<file path="src/rtl/spi_cmd_pkg.sv">
// Shared opcode map, FSM encoding and decoded-command kinds for the SPI command decoder.
package spi_cmd_pkg;

  localparam int DATA_W_DEF = 12;

  localparam logic [3:0] OP_NOP        = 4'h0;
  localparam logic [3:0] OP_SAMPLE     = 4'h1;
  localparam logic [3:0] OP_LED        = 4'h2;
  localparam logic [3:0] OP_CLRERR     = 4'h3;
  localparam logic [3:0] OP_WRITE_BASE = 4'h4;
  localparam logic [3:0] OP_READ_BASE  = 4'h8;

  typedef enum logic [1:0] {ST_IDLE, ST_DECODE, ST_EXEC} state_t;

  typedef enum logic [2:0] {
    K_NOP, K_SAMPLE, K_LED, K_CLRERR, K_WRITE, K_READ, K_ILLEGAL
  } kind_t;

  // WRITE and READ each occupy an aligned block of four opcodes.
  function automatic kind_t decode_op(input logic [3:0] op);
    if (op == OP_NOP)                           return K_NOP;
    else if (op == OP_SAMPLE)                   return K_SAMPLE;
    else if (op == OP_LED)                      return K_LED;
    else if (op == OP_CLRERR)                   return K_CLRERR;
    else if (op[3:2] == OP_WRITE_BASE[3:2])     return K_WRITE;
    else if (op[3:2] == OP_READ_BASE[3:2])      return K_READ;
    else                                        return K_ILLEGAL;
  endfunction

endpackage

</file>
<file path="src/rtl/spi_cmd_decoder_sample_counter.sv">
// Free-running prescaled sample counter; advances once every SAMPLE_DIV clocks.
module sample_counter import spi_cmd_pkg::*; #(
  parameter int DATA_W     = DATA_W_DEF,
  parameter int SAMPLE_DIV = 2097152
) (
  input  logic              CLK_50,
  input  logic              RST,
  output logic [DATA_W-1:0] COUNT
);

  localparam int PW = (SAMPLE_DIV > 2) ? $clog2(SAMPLE_DIV) : 1;

  logic [PW-1:0]     pre_q, pre_d;
  logic [DATA_W-1:0] count_q, count_d;

  always_comb begin
    pre_d   = pre_q + 1'b1;
    count_d = count_q;
    if (pre_q == PW'(SAMPLE_DIV - 1)) begin
      pre_d   = '0;
      count_d = count_q + 1'b1;
    end
  end

  always_ff @(posedge CLK_50 or posedge RST) begin
    if (RST) begin
      pre_q   <= '0;
      count_q <= '0;
    end else begin
      pre_q   <= pre_d;
      count_q <= count_d;
    end
  end

  assign COUNT = count_q;

endmodule

</file>
<file path="src/rtl/spi_cmd_decoder.sv">
// Executes received SPI command words against a register file, LEDs and a sample counter,
// producing the reply payload for the next outgoing frame.
module spi_cmd_decoder import spi_cmd_pkg::*; #(
  parameter int DATA_W     = DATA_W_DEF,
  parameter int SAMPLE_DIV = 2097152,
  parameter int ERR_W      = 8
) (
  input  logic              CLK_50,
  input  logic              RST,
  input  logic [15:0]       RX_WORD,
  input  logic              RX_VALID,
  output logic              RX_READY,
  output logic [DATA_W-1:0] TX_DATA,
  output logic              DONE,
  output logic [1:0]        LEDS,
  output logic [ERR_W-1:0]  ERR_CNT
);

  state_t                  state_q, state_d;
  kind_t                   kind_q, kind_d;
  logic [15:0]             cmd_q, cmd_d;
  logic [DATA_W-1:0]       tx_q, tx_d;
  logic [1:0]              leds_q, leds_d;
  logic [ERR_W-1:0]        err_q, err_d;
  logic                    done_q, done_d;
  logic [3:0][DATA_W-1:0]  regs_q, regs_d;
  logic [DATA_W-1:0]       sample;
  logic [DATA_W-1:0]       arg;

  sample_counter #(.DATA_W(DATA_W), .SAMPLE_DIV(SAMPLE_DIV)) u_sample (
    .CLK_50 (CLK_50),
    .RST    (RST),
    .COUNT  (sample)
  );

  function automatic logic [ERR_W-1:0] sat_inc(input logic [ERR_W-1:0] e);
    return (e == '1) ? e : e + 1'b1;
  endfunction

  assign arg = DATA_W'(cmd_q[11:0]);

  always_comb begin
    state_d = state_q;
    kind_d  = kind_q;
    cmd_d   = cmd_q;
    tx_d    = tx_q;
    leds_d  = leds_q;
    err_d   = err_q;
    regs_d  = regs_q;
    done_d  = 1'b0;
    // A word offered while busy is dropped and only counted.
    if (RX_VALID && state_q != ST_IDLE) err_d = sat_inc(err_d);
    case (state_q)
      ST_IDLE: if (RX_VALID) begin
        cmd_d   = RX_WORD;
        state_d = ST_DECODE;
      end
      ST_DECODE: begin
        kind_d  = decode_op(cmd_q[15:12]);
        state_d = ST_EXEC;
      end
      ST_EXEC: begin
        state_d = ST_IDLE;
        done_d  = 1'b1;
        case (kind_q)
          K_SAMPLE:  tx_d = sample;
          K_LED:     begin leds_d = arg[1:0]; tx_d = arg; end
          K_CLRERR:  err_d = '0;
          K_WRITE:   begin regs_d[cmd_q[13:12]] = arg; tx_d = arg; end
          K_READ:    tx_d = regs_q[cmd_q[13:12]];
          K_ILLEGAL: begin err_d = sat_inc(err_d); tx_d = '1; end
          default:   ;
        endcase
      end
      default: state_d = ST_IDLE;
    endcase
  end

  always_ff @(posedge CLK_50 or posedge RST) begin
    if (RST) begin
      state_q <= ST_IDLE;
      kind_q  <= K_NOP;
      cmd_q   <= '0;
      tx_q    <= '0;
      leds_q  <= '0;
      err_q   <= '0;
      done_q  <= 1'b0;
      regs_q  <= '0;
    end else begin
      state_q <= state_d;
      kind_q  <= kind_d;
      cmd_q   <= cmd_d;
      tx_q    <= tx_d;
      leds_q  <= leds_d;
      err_q   <= err_d;
      done_q  <= done_d;
      regs_q  <= regs_d;
    end
  end

  assign RX_READY = (state_q == ST_IDLE);
  assign TX_DATA  = tx_q;
  assign DONE     = done_q;
  assign LEDS     = leds_q;
  assign ERR_CNT  = err_q;

endmodule

</file>
<file path="config.mk">
export PLATFORM = sky130hd
export DESIGN_NAME = spi_cmd_decoder
export DESIGN_NICKNAME = d
export VERILOG_FILES = /design/src/rtl/spi_cmd_pkg.sv /design/src/rtl/spi_cmd_decoder_sample_counter.sv /design/src/rtl/spi_cmd_decoder.sv
export SDC_FILE = /design/constraint.sdc
export NUM_CORES = 1
export LEC_CHECK = 0
export ABC_AREA = 1
export ABC_CLOCK_PERIOD_IN_PS = 5150
export CELL_PAD_IN_SITES_DETAIL_PLACEMENT = 0
export CELL_PAD_IN_SITES_GLOBAL_PLACEMENT = 1
export CORE_MARGIN = 1.5
export CORE_UTILIZATION = 35
export CTS_CLUSTER_SIZE = 28
export DETAILED_ROUTE_END_ITERATION = 6
export HOLD_SLACK_MARGIN = 0.08
export PLACE_DENSITY_LB_ADDON = 0.12
export SYNTH_ARGS = -nofsm -noshare
export SYNTH_HDL_FRONTEND = slang
export SYNTH_HIERARCHICAL = 1
export SYNTH_SLANG_ARGS = --single-unit
</file>
<file path="constraint.sdc">
create_clock -name CLK_50 -period 5.15 [get_ports CLK_50]
set_input_delay 1.545 -clock CLK_50 [delete_from_list [all_inputs] [get_ports CLK_50]]
set_output_delay 1.545 -clock CLK_50 [all_outputs]
set_load 0.01 [all_outputs]
</file>
# Word-level counts from Yosys, hierarchy flattened
# Cells that the tools add are included.
# word_totals
register_bits,125
input_bits,19
output_inout_bits,24
wordCells,68
# classes
add_sub_neg,4
order_cmp,2
eq_ne,17
mux,21
n_reduce_logical,11
# op_table
operator,n
bitwise mux 48 bit,1
one-hot mux 12 bit (4 select lines),1
2-to-1 mux 8 bit,4
binary-select mux 12 bit (select 2 bit),1
demux 12 bit (select 2 bit),1
2-to-1 mux 12 bit,2
"adder 21 x 1 -> 21 bit, second input constant",1
"equality test 21 bit, second input constant",1
2-to-1 mux 21 bit,1
"adder 8 x 1 -> 8 bit, second input constant",2
"equality test 8 bit, second input constant",2
one-hot mux 8 bit (2 select lines),1
"adder 12 x 1 -> 12 bit, second input constant",1
2-to-1 mux 3 bit,4
"equality test 3 bit, second input constant",3
"equality test 4 x 2 -> 1 bit, second input constant",2
AND reduction 2 bit,4
"equality test 3 x 2 -> 1 bit, second input constant",2
2-to-1 mux 2 bit,3
"equality test 2 x 1 -> 1 bit, second input constant",2
"equality test 2 bit, second input constant",2
"equality test 4 x 1 -> 1 bit, second input constant",1
zero test 4 bit,1
one-hot mux 2 bit (2 select lines),1
10 further kinds,11

# Longest topological paths before layout
# Gate-level depths: netlist (run 1).
# depth
word_depth,7
mapped_depth,17
mapped_depth_nobuf,17

# By module
# Netlist (run 1), hierarchy kept.
# by_module_without_submodules
mod,instances,cells_per_inst,area_each_um2,seq_area_each_um2
spi_cmd_decoder,1,564,4595.7,2302.2
sample_counter,1,253,1873.0,825.8

# Least setup slack after synthesis (run 1)
# No wires, ideal clock.
# synth_path
path_type,input to register
from,in RX_VALID
to,reg err_q[6] (netlist: ERR_CNT[6])
setup_time_ns,0.120
arrival_time_ns,2.868
required_time_ns,5.030
slack_ns,2.162
cell_stages,14
n_path_buf,1
cell_sequence,inv_1 > nor2_4 > buf_6 > nand2_4 > inv_2 > nand2_1 > nand2_2 > ha_1 > nand3_2 > nor2_4 > and2_1 > nand3_1 > nand2_1 > a21oi_1
# synth_via
elab_chain_len,6
elab_cells_between_ends,7
classes_between,1 x add/sub; 1 x eq/ne; 4 x mux; 1 x reduce/logical
# synth_lines
element,line_no,source
"start, declared",spi_cmd_decoder.sv:11,"input logic RX_VALID,"
logical AND 1 bit (*),spi_cmd_decoder.sv:52,if (RX_VALID && state_q != ST_IDLE) err_d = sat_inc(err_d);
2-to-1 mux 8 bit (*),spi_cmd_decoder.sv:52,
adder 8 x 1 -> 8 bit or equality test 8 bit (tied branches),spi_cmd_decoder.sv:37,return (e == '1) ? e : e + 1'b1;
2-to-1 mux 8 bit,spi_cmd_decoder.sv:37,
one-hot mux 8 bit (2 select lines),spi_cmd_decoder.sv:65,case (kind_q)
2-to-1 mux 8 bit (*),spi_cmd_decoder.sv:53,case (state_q)
net err_d[6],spi_cmd_decoder.sv:24,"logic [ERR_W-1:0] err_q, err_d;"
"end signal, assigned",spi_cmd_decoder.sv:95,err_q <= err_d;
"end, declared",spi_cmd_decoder.sv:24,
# The timed path passes the listed nets; every way through them passes the cells marked *.
# A chain may end at the register's enable or synchronous reset.

# Worst setup path after layout (run 1)
# layout_path
from,in RX_VALID
to,reg err_q[5] (netlist: ERR_CNT[5])
# The elaborated chain is that of the path after synthesis.

==> summary.md, run 1 <==
| Metric | Value |
|---|---|
| Finished Core Util | ~42% |
| Clk buf depth | 2 |
| Total CTS buffers | 17 |
| Status | completed |
| Max-Cap Viols | 0 |
| Worst path most repeated cell | nand2_1 |
| Chip Width | 139 µm |
| Synth-to-layout area growth | 18.0% |
| Synth Flop Type | dfrtp_1 |
| Post-Syn Area | between 6000 and 7000 µm² |
| #FFs+latches synth | around 130 |
| Setup CP Type | input port to flop |
| Layout cells sized above 1 | 9.99% |
| Fin. Hold Viols | 0 |
| CP Capture Type | flop |
| Pins Over Slew Limit | 0 |
| ANT cells | 0 |
| HP Start | regs_q[35] |
| Setup Buffers After CTS | 0 |
| Post-route DRC | 0 |
| Fin Hold WS | 0.486 ns |
| CTS tree | built |
| Via count | approximately 5400 |
| Die Footprint | 19300 µm² |
| Placer Congestion | ~0.8 |
| DP Wirelength | approximately 11 mm |
| Type of the most critical hold path | flop to flop |
| CP max-delay cell | clkdlybuf4s50_1 |
| Post-DR vias/cell | 4.90 |
| Post-Place Cells | approximately 1100 |
| Clock Pin Slew Worst Setup and Hold Paths | ~0.050 ns |
| Routed len/inst | about 15 µm |
| Synth cell types | 35 |
| Worst r2r src | cmd_q[12] |
| Fin crit share | between 60 and 70% |
| CTS sink count | 125 |
| Hold buffer count at cts | 0 |
| Initial core utilization | 35.9% |
| Area share of the largest cell type after synthesis | 48.4% |
| Final setup viols | 0 |
| Clock latency on the worst-skew pair | roughly 0.42 ns |
| Synth area leader | dfrtp_1 |
| EDFF count, synth | 0 |
| CP arrival | 3.66 ns |
| Critical Path RT | around 5.5 ns |
| Cells on Worst Hold Path | 2 |
| Fillers | 1864 |
| Drt total wl | roughly 17 mm |
| Hold path endpoint | regs_q[35] |
| Die height | between 100 and 150 µm |
| Number of H-tree levels | 4 |
| TritonRoute pass-1 iters | 5 |
| Synth Instances | approximately 820 |
| Syn nets | 842 |
| Worst path cell trace | clkdlybuf4s50_1 -> inv_1 -> nor2_4 -> nand2_4 -> inv_2 -> nand2_1 -> nand2_2 -> ha_1 -> nand3_2 -> nor2_4 -> nand3_4 -> nand3_1 -> nand2_1 -> nand2_1 -> nand2_1 -> inv_1 |
| Post-synthesis async set-or-reset flop share | 100% |
| Fmax | between 300 and 400 MHz |
| Least-Margin Pin Slew | 1.15 ns |
| Root Buffer | clkbuf_16 |
| I/O pin total | 43 |
| Max transition margin | between 20% and 30% |
| Std cell rows | 49 |
| Mean area per synthesized cell | approximately 7.9 µm² |
| Final cell count without fillers | 1100 |
| R2r setup slk | ~2.4 ns |
| Gr usage total | between 15 and 20% |
| Leakage | about 3.5 nW |
| Initial antenna violation count | 0 |
| Largest net degree at the start of global routing | 61 |
| Pwr Density | 478 nW/µm² |
| Number of global-route vias before repair | roughly 5300 |
| Routed Antenna Nets | 0 |
| Clock skew | approximately 0.012 ns |
| Final nets | approximately 880 |
| Worst VDD drop | between 0.0002 and 0.00025 V |
| Crit-path max FO | 11 |
| Syn. warnings | 6 |
| Sequential share of the synthesized area | 48.4% |
| Setup TNS | 0 ns |
| R2R depth | 3 |
| Worst r2r dst | regs_q[8] |
| DRT iter0 DRCs | 331 |
| Final min period | 3.31 ns |
| Startpoint class of the critical path | input port |
| CP peak stage delay | around 0.45 ns |
| Port Buffers | 42 |
| Core Footprint | roughly 18000 µm² |
| Top cells by area, synth | dfrtp_1 48%, nand2_1 16%, o21ai_0 6.5%, inv_1 4.2%, nor2_1 3.6% |
| Post-CTS Resized | 0 |
| First-pass GRT wire length | 27.6 mm |
| Unrepaired setup endpoints after global routing | no |
| Grt total ovfl | 0 |
## cells by family (layout without fill, tap and decap cells)
logic type | Yosys count | after routing | synth area share (%)
buf+inv | 108 | 162 | 7.02
compound gates | 130 | 130 | 11.4
flops | 125 | 125 | 48.4
simple gates | 429 | 429 | 29.5
fa+ha+maj | 6 | 6 | 1.16
xor+xnor | 19 | 19 | 2.57
## routing by layer
layer	up-vias	global-route usage (%)	wire length, µm
met5	-	0	0
li1	2699	-	-
met3	17	4.01	527
met1	2581	24.0	8010
met2	95	29.6	7920
met4	0	5.26	237
## per-stage QoR
stage | instance area (µm²) | setup WS [ns] | power [mW]
after floorplan | 6470 | 1.21 | 2.14
after global placement | 7090 | 1.49 | 2.55
after detailed placement | 7090 | 1.43 | 2.57
after CTS | 7630 | 1.86 | 3.69
after global routing | 7630 | 1.68 | 3.91
final | 7630 | 1.84 | 3.65
## power by group
group          internal (mW)  switching, mW
sequential              1.21          0.169
combinational          0.430          0.728
clock                  0.643          0.462
total                   2.29           1.36
## synthesized netlist by cell type (2+ instances only)
library cell	instances
a211oi_1	12
a21oi_1	7
a41oi_1	12
buf_2	5
buf_6	2
clkbuf_1	17
dfrtp_1	125
ha_1	6
inv_1	73
inv_2	7
nand2_1	279
nand2_2	12
nand2_4	6
nand3_1	33
nand3_2	4
nand4_1	13
nor2_1	62
nor2_2	3
nor2_4	12
o21ai_0	84
o21ai_1	12
xnor2_1	9
xor2_1	10
## cell usage in the layout, fill, tap and decap left out, drive strengths merged, types with 12 or more instances in the layout
| master | count |
|---|---|
| a41oi | 12 |
| nand4 | 13 |
| a211oi | 12 |
| clkbuf | 20 |
| nand2 | 297 |
| inv | 83 |
| o21ai | 96 |
| clkdlybuf4s50 | 42 |
| dfrtp | 125 |
| nor2 | 77 |
| nand3 | 38 |
## sequential cells by signal (all words and copies together), names as in the netlist
register and count:
u_sample/pre_q 21, regs_q 48, ERR_CNT 8, u_sample/COUNT 12
LEDS 2, DONE 1, kind_q 3, state_q 2
cmd_q 16, TX_DATA 12
## area by class of cell
type | count | area (µm²) | area share (%)
flip-flops and latches | 125 | 3130 | 41.0
repair buffers | 48 | 465 | 6.10
clock inverters | 12 | 88.8 | 1.16
clock buffers | 20 | 457 | 5.98
well taps | 229 | 287 | 3.75
multi-input cells | 584 | 2890 | 37.9
inverters | 82 | 317 | 4.15
## worst max path at each step
stage                     startpoint  slack [ns]  cells past startpoint    endpoint
after floorplan                  RST        1.21                      1        DONE
after detailed placement    RX_VALID        1.43                     16  ERR_CNT[5]
final                       RX_VALID        1.84                     16  ERR_CNT[5]
after global routing        RX_VALID        1.68                     16  ERR_CNT[5]
after CTS                   RX_VALID        1.86                     16  ERR_CNT[5]
after global placement      RX_VALID        1.49                     15  ERR_CNT[4]
## critical path: cells and delay by family
kind,cells,cell delay (ns)
buffers and inverters,4,0.64
adders and majority gates,1,0.22
and+or+nand+nor,11,1.26
Power figures use the tool's default switching activity.
==> inputs of run 2 (changes only) <==
ABC_CLOCK_PERIOD_IN_PS = 3300   (was 5150)
clock period = 3.3 ns   (was 5.15 ns; I/O delays follow)
==> run 2 against run 1 <==
Die area stayed put; non-clock buffer count up 7; critical path type unchanged; register-to-register slack got worse by 1.5 ns; clock power up 81%; combinational power is 58% higher; count of clock-buffer cells in the layout down 3; critical endpoint is now ERR_CNT[3]; global-route usage fell by 0.39 points; worst hold slack improved by 0.0011 ns; via count fell by 0.95%; wire length fell by 2.9%; first-iteration DRC count fell by 0.91%; design area up 2.0%.
==> summary.md, run 2 (synthesis gave the netlist of run 1 again) <==
| Metric | Value |
|---|---|
| Post-DR vias/cell | 4.82 |
| Post-CTS Resized | 0 |
| Gr usage total | about 18% |
| R2R depth | 16 |
| DP Area | 7150 µm² |
| Die Footprint | just under 20000 µm² |
| Routed len/inst | roughly 15 µm |
| DRT iter0 DRCs | 328 |
| Most frequent cells in the layout | 279 x nand2_1, 125 x dfrtp_1, 84 x o21ai_0 |
| Setup Buffers After CTS | 0 |
| Pwr Density | between 700 and 800 nW/µm² |
| CP Capture Type | flop |
| Worst r2r src | ERR_CNT[0] |
| Status | completed |
| CTS tree | built |
| Die height | between 100 and 150 µm |
| Port Buffers | 42 |
| HP Start | regs_q[11] |
| Largest net degree at the start of global routing | 93 |
| First-pass GRT wire length | approximately 27 mm |
| Leakage | between 3 and 4 nW |
| DP Wirelength | approximately 11 mm |
| Fillers | around 1800 |
| Max transition margin | 38.8% |
| Fin crit share | just under 80% |
| Synth-to-layout area growth | 20.3% |
| Drt total wl | 16.2 mm |
| Biggest regs | regs_q x48, u_sample/pre_q x21, cmd_q x16 |
| Post-Place Cells | between 1000 and 1500 |
| Root Buffer | clkbuf_16 |
| Fin Hold WS | 0.487 ns |
| Worst VDD drop | roughly 0.00038 V |
| Startpoint class of the critical path | input port |
| I/O pin total | 43 |
| Most common library cell in the layout ignoring fill and taps | nand2_1 |
| TritonRoute pass-1 iters | 5 |
| Critical Path RT | about 3.7 ns |
| Core Footprint | 18000 µm² |
| Final nets | 890 |
| Number of H-tree levels | 4 |
| Worst r2r dst | ERR_CNT[3] |
| Final cell count without fillers | between 1000 and 1500 |
| Clock Pin Slew Worst Setup and Hold Paths | 0.06 ns |
| CTS sink count | around 130 |
| Layout cells sized above 1 | 10.8% |
| Total CTS buffers | 17 |
| Std cell rows | 49 |
| Least-Margin Pin Slew | 0.915 ns |
| Post-route DRC | 0 |
| Grt total ovfl | 0 |
| Hold buffer count at cts | 0 |
| Fin. Hold Viols | 0 |
| Final instance area | a little under 8000 µm² |
| Hold path endpoint | regs_q[11] |
| Setup TNS | 0 ns |
| R2r setup slk | 0.89 ns |
| Pins Over Slew Limit | 0 |
| Max-Cap Viols | 0 |
| Fmax | 391 MHz |
| Via count | 5341 |
| Unrepaired setup endpoints after global routing | no |
| Cells on Worst Hold Path | 2 |
| CP arrival | between 2 and 3 ns |
| Chip Width | around 140 µm |
| Clock skew | roughly 0.011 ns |
| Placer Congestion | roughly 0.8 |
| Initial core utilization | a little over a third |
| Largest register by flop count | regs_q |
| Final min period | between 2 and 3 ns |
| Clk buf depth | 2 |
| Routed Antenna Nets | 0 |
| Initial antenna violation count | 0 |
| Clock latency on the worst-skew pair | between 0.4 and 0.5 ns |
| Design Power | between 5 and 6 mW |
| Type of the most critical hold path | flop to flop |
| Final setup viols | 0 |
| Setup CP Type | input port to flop |
| Max FFs per register | 48 |
| Crit-path max FO | 9 |
| Number of global-route vias before repair | 5189 |
| ANT cells | 0 |
## run 2: per-stage QoR
step / util, % / worst slack [ns]
after floorplan: - / 0.867
after global placement: 39.7 / 0.351
after detailed placement: 39.7 / 0.311
after CTS: 43.2 / 0.722
after global routing: 43.2 / 0.578
final: 43.2 / 0.740
## run 2: worst max path at each step
stage | startpoint | end | slack [ns]
2_1_floorplan | RX_VALID | ERR_CNT[6] | 0.87
3_3_place_gp | RX_VALID | ERR_CNT[2] | 0.35
3_5_place_dp | RX_VALID | ERR_CNT[3] | 0.31
4_1_cts | state_q[0] | RX_READY | 0.72
5_1_grt | RX_VALID | ERR_CNT[2] | 0.58
6_report | RX_VALID | ERR_CNT[3] | 0.74
## run 2: final cells by class
type / instances / area, µm² / area share (%)
inverter: 82 / 319 / 4.10
clock inverter: 15 / 201 / 2.59
tap: 229 / 287 / 3.68
clock buffer: 17 / 425 / 5.47
timing repair buffer: 55 / 531 / 6.82
sequential: 125 / 3130 / 40.2
multi-input combinational: 584 / 2890 / 37.1
## run 2: layer usage
metal  GRT usage, %  up-vias  wire length [µm]
met1           23.3     2510              7670
met5              0        -                 0
met3           4.52       11               653
met4           5.26        0               129
met2           28.7      101              7770
li1               -     2719                 -
## run 2: worst max-delay path, cell delays in order
cell,delay (ns)
clkdlybuf4s50_1,0.45
inv_1,0.07
nor2_4,0.16
nand2_4,0.07
inv_2,0.06
nand2_1,0.05
nand2_2,0.12
ha_1,0.22
nand3_2,0.11
nor2_4,0.15
nand3_4,0.14
nand2_1,0.09
nand2_1,0.05
nand2_1,0.06
nand2_1,0.04
nand2_1,0.08
## run 2: where the power goes
group	internal (mW)	leakage, nW	switching [mW]
combinational	0.695	1.66	1.13
clock	1.22	0.311	0.790
sequential	1.89	1.64	0.260
total	3.81	3.61	2.18
==> inputs of run 3 (changes only) <==
ABC_CLOCK_PERIOD_IN_PS = 2100   (was 3300)
clock period = 2.1 ns   (was 3.3 ns; I/O delays follow)
==> run 3 against run 2 <==
Worst hold slack lost 0.0041 ns; total power grew 62%; flip-flop and latch count is the same; sequential power grew 54%; largest power group is now combinational cells; highest routed layer unchanged.
==> summary.md, run 3 (synthesis gave the netlist of run 1 again) <==
| Metric | Value |
|---|---|
| Status | completed |
| Least-Margin Pin Slew | roughly 0.55 ns |
| CP peak stage delay | approximately 0.56 ns |
| Fin Hold WS | between 0.4 and 0.5 ns |
| Initial antenna violation count | 0 |
| CP max-delay cell | clkdlybuf4s50_1 |
| Total CTS buffers | 17 |
| Placer Congestion | roughly 0.83 |
| Multi-input gate area | approximately 2900 µm² |
| Setup CP Type | flop to output pin |
| Die Footprint | between 15000 and 20000 µm² |
| Post-DR vias/cell | a little under 5 |
| DRT iter0 DRCs | 320 |
| TritonRoute pass-1 iters | 4 |
| Sequential cell area | around 3100 µm² |
| Clock latency on the worst-skew pair | 0.42 ns |
| Startpoint class of the critical path | flop |
| Crit-path max FO | 5 |
| Worst Path Buf+Inv | 1 |
| Final nets | between 900 and 1000 |
| Gr usage total | about 18% |
| Setup TNS | 0 ns |
| I/O pin total | 43 |
| Chip Width | between 100 and 150 µm |
| Final instance area | about 8000 µm² |
| Synth-to-layout area growth | 26.2% |
| Most common library cell in the layout ignoring fill and taps | nand2_1 |
| ANT cells | 0 |
| Type of the most critical hold path | flop to flop |
| Drt total wl | 17.0 mm |
| Critical Path RT | ~1.5 ns |
| Leakage | ~3.8 nW |
| Initial core utilization | between 30% and 40% |
| DP Wirelength | 11.8 mm |
| Core Footprint | between 15000 and 20000 µm² |
| Most frequent cells in the layout | 276 x nand2_1, 124 x dfrtp_1, 84 x o21ai_0 |
| Std cell rows | a little under 50 |
| Number of H-tree levels | 4 |
| Via count | approximately 5600 |
| Max-Cap Viols | 0 |
| Largest register by flop count | regs_q |
| Number of global-route vias before repair | about 5400 |
| Final setup viols | 0 |
| Finished Core Util | 45.3% |
| Root Buffer | clkbuf_16 |
| Max transition margin | about 64% |
| Worst path cell trace | clkdlybuf4s50_1 |
| CTS sink count | approximately 130 |
| Max FFs per register | 48 |
| Design Power | around 9.7 mW |
| Pins Over Slew Limit | 0 |
| Largest net degree at the start of global routing | 34 |
| Die height | ~140 µm |
| Port Buffers | between 40 and 50 |
| Fillers | roughly 1800 |
| Fmax | 492 MHz |
| Grt total ovfl | 0 |
| Final min period | between 2 and 2.5 ns |
| CP Capture Type | output pin |
| Routed len/inst | ~15 µm |
| Clock Pin Slew Worst Setup and Hold Paths | ~0.06 ns |
| DP Area | approximately 7400 µm² |
| First-pass GRT wire length | about 28 mm |
| CTS tree | built |
| Routed Antenna Nets | 0 |
| Biggest regs | regs_q x48, u_sample/pre_q x21, cmd_q x16 |
| Fin. Hold Viols | 0 |
| Clock skew | ~0.009 ns |
| Pwr Density | approximately 1200 nW/µm² |
| Clk buf depth | 2 |
| Fin crit share | between 90% and 100% |
| Post-route DRC | 0 |
| Worst VDD drop | between 0.0006 and 0.0007 V |
| CP arrival | 1.40 ns |
| Layout cells sized above 1 | 15.7% |
| CP top delay family | buffers and inverters |
==> run 3: final timing paths <==
check	start	end	slack (ns)	cells past startpoint
max reg2reg	ERR_CNT[0]	ERR_CNT[1]	0.09	16
min in group asynchronous	RST	TX_DATA[3]	0.60	2
min reg2reg	u_sample/pre_q[0]	u_sample/pre_q[0]	0.48	1
max	ERR_CNT[5]	ERR_CNT[5]	0.07	1
min	u_sample/pre_q[0]	u_sample/pre_q[0]	0.48	1
max in group asynchronous	RST	regs_q[20]	1.00	3
==> run 3: timing repair <==
item,in CTS,in global routing
endpoints found under the setup margin,5,11
buffers inserted,1,9
hold buffers,0,0
resized for setup,5,19
pin swaps,0,8
==> run 3: per-layer routing <==
metal  GRT usage [%]  vias up  wire [µm]
li1                -     2791          -
met1            23.9     2619       7970
met2            29.8      115       7960
met3            3.66       26        590
met4            7.29        0        431
met5               0        -          0
==> run 3: per-stage QoR <==
step / std cells / worst slack [ns]
2_1_floorplan: 817 / 0.000771
3_3_place_gp: 1105 / -0.380
3_5_place_dp: 1105 / -0.452
4_1_cts: 1138 / 0.00480
5_1_grt: 1147 / -0.0154
6_report: 1147 / 0.0675
==> run 3: where the power goes <==
part | switching, mW | internal, mW | total, mW | leakage [nW]
Clock | 1.29 | 1.70 | 2.98 | 0.288
Combinational | 1.96 | 1.41 | 3.37 | 1.90
Sequential | 0.349 | 2.98 | 3.32 | 1.64
==> run 3: layout make-up <==
cell class	count	area share, %
Multi-Input combinational cell	584	35.8
Timing Repair Buffer	95	11.2
Tap cell	229	3.51
Clock buffer	17	5.21
Clock inverter	15	2.11
Inverter	82	3.91
Sequential cell	125	38.3
